==> src/rtl/jtag_scan_master.sv <==
// JTAG scan engine: DR/IR scans, TAP resets and Run-Test/Idle waits issued as one
// valid/ready command each. Define JTAG_SCAN_MASTER_MSB_FIRST_EN to add cmd_msb_first.
module jtag_scan_master #(
    parameter int MAX_LEN = 32,
    parameter int LEN_W   = $clog2(MAX_LEN + 1),
    parameter int CLK_DIV = 2
) (
    input  logic               clock,
    input  logic               reset,
    input  logic               cmd_valid,
    output logic               cmd_ready,
    input  logic [1:0]         cmd_op,
    input  logic [LEN_W-1:0]   cmd_len,
    input  logic [MAX_LEN-1:0] cmd_tdi,
`ifdef JTAG_SCAN_MASTER_MSB_FIRST_EN
    input  logic               cmd_msb_first,
`endif
    output logic               rsp_valid,
    output logic [MAX_LEN-1:0] rsp_tdo,
    output logic               busy,
    output logic               tck,
    output logic               tms,
    output logic               tdi,
    input  logic               tdo
);
    // Bit index must also cover the 6-bit TAP reset sequence.
    localparam int IDX_W = (LEN_W > 3) ? LEN_W : 3;
    localparam int CYC_W = $clog2(2 * CLK_DIV);

    typedef enum logic [2:0] {S_TAPRST, S_IDLE, S_PRE, S_SHIFT, S_POST, S_WAIT, S_DONE} state_e;
    typedef enum logic [1:0] {OP_DR, OP_IR, OP_RST, OP_WAIT} op_e;

    state_e             state_q, state_d;
    logic [IDX_W-1:0]   idx_q, idx_d;
    logic [CYC_W-1:0]   cyc_q, cyc_d;
    logic               tck_q, tck_d, tms_q, tms_d, tdi_q, tdi_d;
    logic [IDX_W-1:0]   len_q, len_d;
    logic [MAX_LEN-1:0] data_q, data_d, cap_q, cap_d, rsp_tdo_q, rsp_tdo_d;
    logic               is_ir_q, is_ir_d, msb_q, msb_d, auto_q, auto_d;
    logic               load_bit;
    logic               msb_first_in;
    logic [LEN_W-1:0]   len_clamped;

`ifdef JTAG_SCAN_MASTER_MSB_FIRST_EN
    assign msb_first_in = cmd_msb_first;
`else
    assign msb_first_in = 1'b0;
`endif

    assign len_clamped = (cmd_len > LEN_W'(MAX_LEN)) ? LEN_W'(MAX_LEN) : cmd_len;

    // Number of tck bits in each stepping state.
    function automatic logic [IDX_W-1:0] seg_len(input state_e st, input logic [IDX_W-1:0] len,
                                                 input logic ir);
        case (st)
            S_TAPRST:        return IDX_W'(6);
            S_PRE:           return ir ? IDX_W'(4) : IDX_W'(3);
            S_POST:          return IDX_W'(2);
            S_SHIFT, S_WAIT: return len;
            default:         return IDX_W'(1);
        endcase
    endfunction

    function automatic logic bit_tms(input state_e st, input logic [IDX_W-1:0] i,
                                     input logic [IDX_W-1:0] len, input logic ir);
        case (st)
            S_TAPRST: return i < IDX_W'(5);
            S_PRE:    return (i == '0) || (ir && i == IDX_W'(1));
            S_SHIFT:  return i == len - IDX_W'(1);
            S_POST:   return i == '0;
            default:  return 1'b0;
        endcase
    endfunction

    // One-hot select of the data bit used by shift bit i.
    function automatic logic [MAX_LEN-1:0] bit_mask(input logic [IDX_W-1:0] i,
                                                    input logic [IDX_W-1:0] len, input logic msb);
        logic [IDX_W-1:0] p;
        p = msb ? (len - i - IDX_W'(1)) : i;
        return MAX_LEN'(1) << p;
    endfunction

    // NOTE: every _d gets its default first, so no path through this block infers a latch.
    always_comb begin
        state_d   = state_q;
        idx_d     = idx_q;
        cyc_d     = cyc_q;
        tck_d     = tck_q;
        tms_d     = tms_q;
        tdi_d     = tdi_q;
        len_d     = len_q;
        data_d    = data_q;
        is_ir_d   = is_ir_q;
        msb_d     = msb_q;
        auto_d    = auto_q;
        cap_d     = cap_q;
        rsp_tdo_d = rsp_tdo_q;
        load_bit  = 1'b0;

        unique case (state_q)
            S_IDLE, S_DONE: begin
                state_d = S_IDLE;
                if (cmd_valid) begin
                    len_d    = IDX_W'(len_clamped);
                    data_d   = cmd_tdi;
                    is_ir_d  = (cmd_op == OP_IR);
                    msb_d    = msb_first_in;
                    auto_d   = 1'b0;
                    cap_d    = '0;
                    idx_d    = '0;
                    cyc_d    = '0;
                    load_bit = 1'b1;
                    case (cmd_op)
                        OP_RST:  state_d = S_TAPRST;
                        OP_WAIT: state_d = (len_clamped == '0) ? S_DONE : S_WAIT;
                        default: state_d = (len_clamped == '0) ? S_DONE : S_PRE;
                    endcase
                end
            end
            default: begin
                cyc_d = cyc_q + CYC_W'(1);
                if (cyc_q == CYC_W'(CLK_DIV - 1)) begin
                    tck_d = 1'b1;
                    if (state_q == S_SHIFT && tdo) cap_d = cap_q | bit_mask(idx_q, len_q, msb_q);
                end
                if (cyc_q == CYC_W'(2 * CLK_DIV - 1)) begin
                    tck_d    = 1'b0;
                    cyc_d    = '0;
                    load_bit = 1'b1;
                    if (idx_q != seg_len(state_q, len_q, is_ir_q) - IDX_W'(1)) begin
                        idx_d = idx_q + IDX_W'(1);
                    end else begin
                        idx_d = '0;
                        case (state_q)
                            S_TAPRST: state_d = auto_q ? S_IDLE : S_DONE;
                            S_PRE:    state_d = S_SHIFT;
                            S_SHIFT:  state_d = S_POST;
                            default:  state_d = S_DONE;
                        endcase
                    end
                end
            end
        endcase

        // tms/tdi change only on the first clock of a bit's low phase.
        if (state_d == S_IDLE || state_d == S_DONE) begin
            tms_d = 1'b0;
            tdi_d = 1'b0;
        end else if (load_bit) begin
            tms_d = bit_tms(state_d, idx_d, len_d, is_ir_d);
            tdi_d = (state_d == S_SHIFT) && |(data_q & bit_mask(idx_d, len_q, msb_q));
        end

        if (state_d == S_DONE) rsp_tdo_d = cap_d;
    end

    // NOTE: state registers use non-blocking assignments only, so every always_ff
    // samples the pre-edge values of the others.
    always_ff @(posedge clock) begin
        if (reset) begin
            state_q   <= S_TAPRST;
            idx_q     <= '0;
            cyc_q     <= '0;
            tck_q     <= 1'b0;
            tms_q     <= 1'b1;
            tdi_q     <= 1'b0;
            len_q     <= '0;
            data_q    <= '0;
            is_ir_q   <= 1'b0;
            msb_q     <= 1'b0;
            auto_q    <= 1'b1;
            cap_q     <= '0;
            rsp_tdo_q <= '0;
        end else begin
            state_q   <= state_d;
            idx_q     <= idx_d;
            cyc_q     <= cyc_d;
            tck_q     <= tck_d;
            tms_q     <= tms_d;
            tdi_q     <= tdi_d;
            len_q     <= len_d;
            data_q    <= data_d;
            is_ir_q   <= is_ir_d;
            msb_q     <= msb_d;
            auto_q    <= auto_d;
            cap_q     <= cap_d;
            rsp_tdo_q <= rsp_tdo_d;
        end
    end

    assign cmd_ready = (state_q == S_IDLE) || (state_q == S_DONE);
    assign busy      = !cmd_ready;
    assign rsp_valid = (state_q == S_DONE);
    assign rsp_tdo   = rsp_tdo_q;
    assign tck       = tck_q;
    assign tms       = tms_q;
    assign tdi       = tdi_q;
endmodule

==> config.mk <==
export PLATFORM = sky130hd
export DESIGN_NAME = jtag_scan_master
export DESIGN_NICKNAME = d
export VERILOG_FILES = /design/src/rtl/jtag_scan_master.sv
export SDC_FILE = /design/constraint.sdc
export NUM_CORES = 1
export LEC_CHECK = 0
export ABC_AREA = 0
export CAP_MARGIN = 25
export CORE_MARGIN = 5
export CORE_UTILIZATION = 41
export DETAILED_ROUTE_END_ITERATION = 10
export PLACE_DENSITY = 0.61
export SYNTH_ARGS = -nofsm -noshare
export SYNTH_HDL_FRONTEND = slang
export SYNTH_SLANG_ARGS = --single-unit
==> constraint.sdc <==
create_clock -name clock -period 7.6 [get_ports clock]
set_input_delay 2.28 -clock clock [delete_from_list [all_inputs] [get_ports clock]]
set_output_delay 2.28 -clock clock [all_outputs]
set_load 0.02 [all_outputs]
---- Word-level counts from Yosys, hierarchy flattened ----
Index checks and enable logic that the tools add are counted.
storage, ports and cells
  flip-flop bits (word level) ............. 118
  bits of input ports ..................... 44
  output and inout port bits .............. 38
  logic and storage cells ................. 99
operators by class
  add/sub/neg operators ................... 4
  magnitude comparators ................... 2
  equal/unequal tests ..................... 20
  shift operators ......................... 2
  muxes and demuxes ....................... 37
  bitwise logic cells ..................... 3
  reductions and logical operators ........ 19
operator list
  operator                                             number
  two-way mux 32 bit                                   4
  << shifter 1 x 6 -> 32 bit, first input constant     2
  two-way mux 6 bit                                    9
  AND 32 bit                                           1
  OR 32 bit                                            1
  OR reduction 32 bit                                  1
  case mux 6 bit (4 select lines)                      1
  two-way mux 3 bit                                    7
  equality test 3 bit, second input constant           5
  equality test 3 x 2 -> 1 bit, second input constant  4
  logical NOT 6 bit                                    2
  subtractor 6 x 1 -> 6 bit, second input constant     2
  two-way mux 1 bit                                    9
  case mux 3 bit (3 select lines)                      1
  two-way mux 2 bit                                    4
  adder 6 x 1 -> 6 bit, second input constant          1
  equality test 2 bit, second input constant           3
  equality test 3 x 1 -> 1 bit, second input constant  2
  equality test 6 x 1 -> 1 bit, second input constant  1
  equality test 6 bit                                  1
  > comparator 6 bit, second input constant            1
  logical NOT 3 bit                                    2
  < comparator 6 x 3 -> 1 bit, second input constant   1
  inequality test 6 bit                                1
  other kinds (12)                                     21

---- Depth between registers and ports, before layout ----
  word-level depth ........................ 16
  gate-level depth with buffers ........... 18
  depth with buffers taken out ............ 15

---- Worst setup path before layout ----
Ideal clock, no wire load.
  kind .................................... input -> register
  start ................................... input cmd_valid
  end ..................................... register tms_q (netlist: tms)
  setup time .............................. 0.070 ns
  data arrival time ....................... 4.358 ns
  data required time ...................... 7.530 ns
  path slack .............................. 3.172 ns
  cell stages on the path ................. 12
  buffers on the path ..................... 2
  cells stage by stage .................... nand2_1 buf_2 buf_1 a21oi_1 ha_1 o311ai_0 xor2_1 nor3_1 mux2_2 a221oi_1 nand4_1 a21oi_1
on the way
  longest elaborated chain between the ends .. 8
  elaborated cells between the ends (all ways) .. 28
  those cells by class .................... 1 x add/sub; 1 x order compare; 7 x eq/ne; 13 x mux; 6 x reduce/logical
ends and longest elaborated chain
  what                                                                               RTL line  source
  from (decl)                                                                        10        input logic cmd_valid,
  parallel branches: the longest is 8 deep, another holds subtractor 6 x 1 -> 6 bit  -
  to (signal assigned)                                                               179       tms_q <= tms_d;
  to (decl)                                                                          36        logic tck_q, tck_d, tms_q, tms_d, tdi_q, tdi_d;
Several ways; the timed one is not identified. The select of a mux whose other input is x is not followed.
A chain may end at the register's enable or synchronous reset.

---- Worst setup path in the final report ----
Ends and elaborated chain as after synthesis.

==> impl_metrics.toml <==
[route]
firstDrtPassIters = 6
routed_wl_um = 14100
drtAntennaViolNets = 0
wl_per_cell_um = 15.8
first_iter_violations = 390
vias_per_cell = 5.43
remaining_drc_errors = 0
via_count = 4830

[floorplan]
coreArea_um2 = 13200
die_h_um = 126
rows = 42
dieArea_um2 = 15800
die_w_um = 126
ios = 82
start_util = 0.416

[grt]
grt_overflow = 0
grt_pass1_vias = 4554
grt_pass1_wl_um = 22900
grt_antenna_before_repair = 0
grt_max_degree = 84
grt_usage = 0.177

[timing]
fin_setup_tns_ps = 0
fin_crit_sh = 0.678
finalMaxSlewViolations = 0
tightest_slew_ps = 849
period_minus_slack_ps = 5150
hold_viol = 0
setup_ws_ps = 2450
fmax_mhz = 194
fin_hold_ws_ps = 447
setup_viol_count_final = 0
relSlewSlack = 0.434
rsz0062_at_grt = "false"
skew_ps = 9.02

[placed_design]
hpwl_um = 9500
port_buffers = 81
dp_slack_ps = 2030
routabilityCongestion = 0.842

[status]
status = "finished clean"

[finish]
diodes = 0
final_layout_size_suffix_gt1_frac = 0.0882
fin_nets = 756
num-fill-cells = 1260
area_delta_synth_final_pct = 25.4
post-route-util = 0.521

[worst_setup_path]
crit_path_max_fanout = 50
worst-setup-path-type = "in2reg"
arrival_ps = 5490
worstSetupEndpointType = "flop"
cp-start-kind = "input pin"
crit_required_ps = 7940

[cts]
cts_hold_buf = 0
cts_inserted_buffers = 17
ctsRootBufferMaster = "clkbuf_16"
cts_resized = 0
cts-htree-levels = 4
clk_latency_ps = 410
clock-sinks = 118
tritoncts = "yes"
clk_pin_slew_ps = 50
clock_path_buffers = 2
post_cts_buffers = 0

[pwr]
vdd_drop_max_v = 0.000154
leakage_nw = 2.35
powerDensity_nw_per_um2 = 204
power_mw = 1.41

[yosys]
synth_area_leaders = "dfxtp_1 (43%), nor2_1 (7.1%), nand2_1 (5.7%), a211oi_1 (4.8%), a21oi_1 (4.7%)"
synth_cells = 650
syn_area_um2 = 5490
synth_cell_types = 66
yosys_warnings = 0
yosys.area.top_type = "dfxtp_1"
synth_edf_count = 0
ys_ff_latch = 118
synthArstFlopShare = 0
synth_nets = 704
synth_flop_cell = "dfxtp_1"
ys_seq_area_frac = 0.431
yosysTopAreaCellShare = 0.431
syn_area_per_cell_um2 = 8.44

[flow_run]
drv_cap = 0

[min_path]
hold_path_class = "reg2reg"
final cells by class:
class | count | area, um^2 | area share
Inverter | 16 | 62.6 | 0.00910
Clock inverter | 8 | 52.6 | 0.00764
Multi-Input combinational cell | 462 | 2830 | 0.411
Clock buffer | 23 | 468 | 0.0680
Sequential cell | 118 | 2360 | 0.343
Timing Repair Buffer | 87 | 886 | 0.129
Tap cell | 176 | 220 | 0.0320
critical path, stage by stage:
cell and delay [ps]:
clkdlybuf4s50_1 450, nand2_2 500, buf_4 560, nor3b_1 110, a21oi_1 290, xor2_1 320
nor3_1 90, mux2_2 270, a221oi_1 330, nand4_1 140, a21oi_1 130
layer usage:
| layer | share of wire | wire, um | track usage |
|---|---|---|---|
| met1 | 0.47 | 6680 | 0.243 |
| met2 | 0.46 | 6460 | 0.267 |
| met3 | 0.051 | 724 | 0.0512 |
| met4 | 0.016 | 225 | 0.0574 |
| met5 | 0 | 0 | 0 |
placed cells by master (no fill, tap or decap), types with 10 or more instances in the layout:
master,count
a211oi_1,35
o21ai_0,14
inv_1,15
mux2i_1,11
dfxtp_1,118
clkbuf_16,17
clkdlybuf4s50_1,80
nor2_1,103
nand2_1,82
a32oi_1,29
ha_1,10
a21oi_1,52
final timing paths:
path              startpoint     end  slack, ps  cells after the start
setup / recovery   cmd_valid     tms       2450                     11
hold / removal        auto_q  auto_q        450                      1
setup reg to reg  state_q[0]     tdi       3240                     14
hold reg to reg       auto_q  auto_q        450                      1
cells by family after synthesis:
group / count (synthesis) / share of synthesized area
AND/OR/NAND/NOR: 244 / 0.198
AO/OA/AOI/OAI: 175 / 0.229
flip-flops: 118 / 0.431
buffers and inverters: 70 / 0.0575
multiplexers: 21 / 0.0413
XOR/XNOR: 12 / 0.0205
adder cells (fa/ha/maj): 10 / 0.0228
power by group:
part | leakage, nW | switching, mW | internal, mW
Combinational | 1.14 | 0.0383 | 0.0347
Sequential | 0.951 | 0.00298 | 0.622
Clock | 0.253 | 0.278 | 0.430
synth_stat cells, types with 2 or more instances:
cell type  count
a211oi_1      35
buf_1          3
buf_2          7
or3_1          5
a221oi_2       2
a221oi_1       3
a31o_2         2
buf_4          5
o31ai_4        2
nor4_1         2
a31oi_1        5
o31a_1         2
and3_1         4
ha_1          10
o22ai_1        2
a32oi_1       29
clkbuf_1      36
o21bai_1       3
mux2_2         9
dfxtp_1      118
nand4b_1       3
nor2_1       104
nand3_1        3
o21ai_0       14
and2_1         4
a21oi_1       52
inv_1         15
nand2_1       83
nand4_1        3
buf_6          3
nand2b_1       4
mux2i_1       11
nor3_1         9
xor2_1         3
a211oi_2       2
a22oi_1        7
nor3b_1        6
nor2b_1        5
xnor2_1        8
state kept, by name, summed over array words and instances (netlist names):
| register | flops |
|---|---|
| cap_q | 32 |
| data_q | 32 |
| rsp_tdo | 32 |
| idx_q | 6 |
| len_q | 6 |
| state_q | 3 |
| cyc_q | 2 |
| auto_q | 1 |
| is_ir_q | 1 |
| tck | 1 |
| tdi | 1 |
| tms | 1 |
per-stage QoR:
step | area (um^2) | instances
3_5_place_dp | 6340 | 858
5_1_grt | 6880 | 890
2_1_floorplan | 5490 | 650
6_report | 6880 | 890
3_3_place_gp | 6310 | 857
4_1_cts | 6860 | 889
No activity file was read; power rests on OpenSTA's default activity.
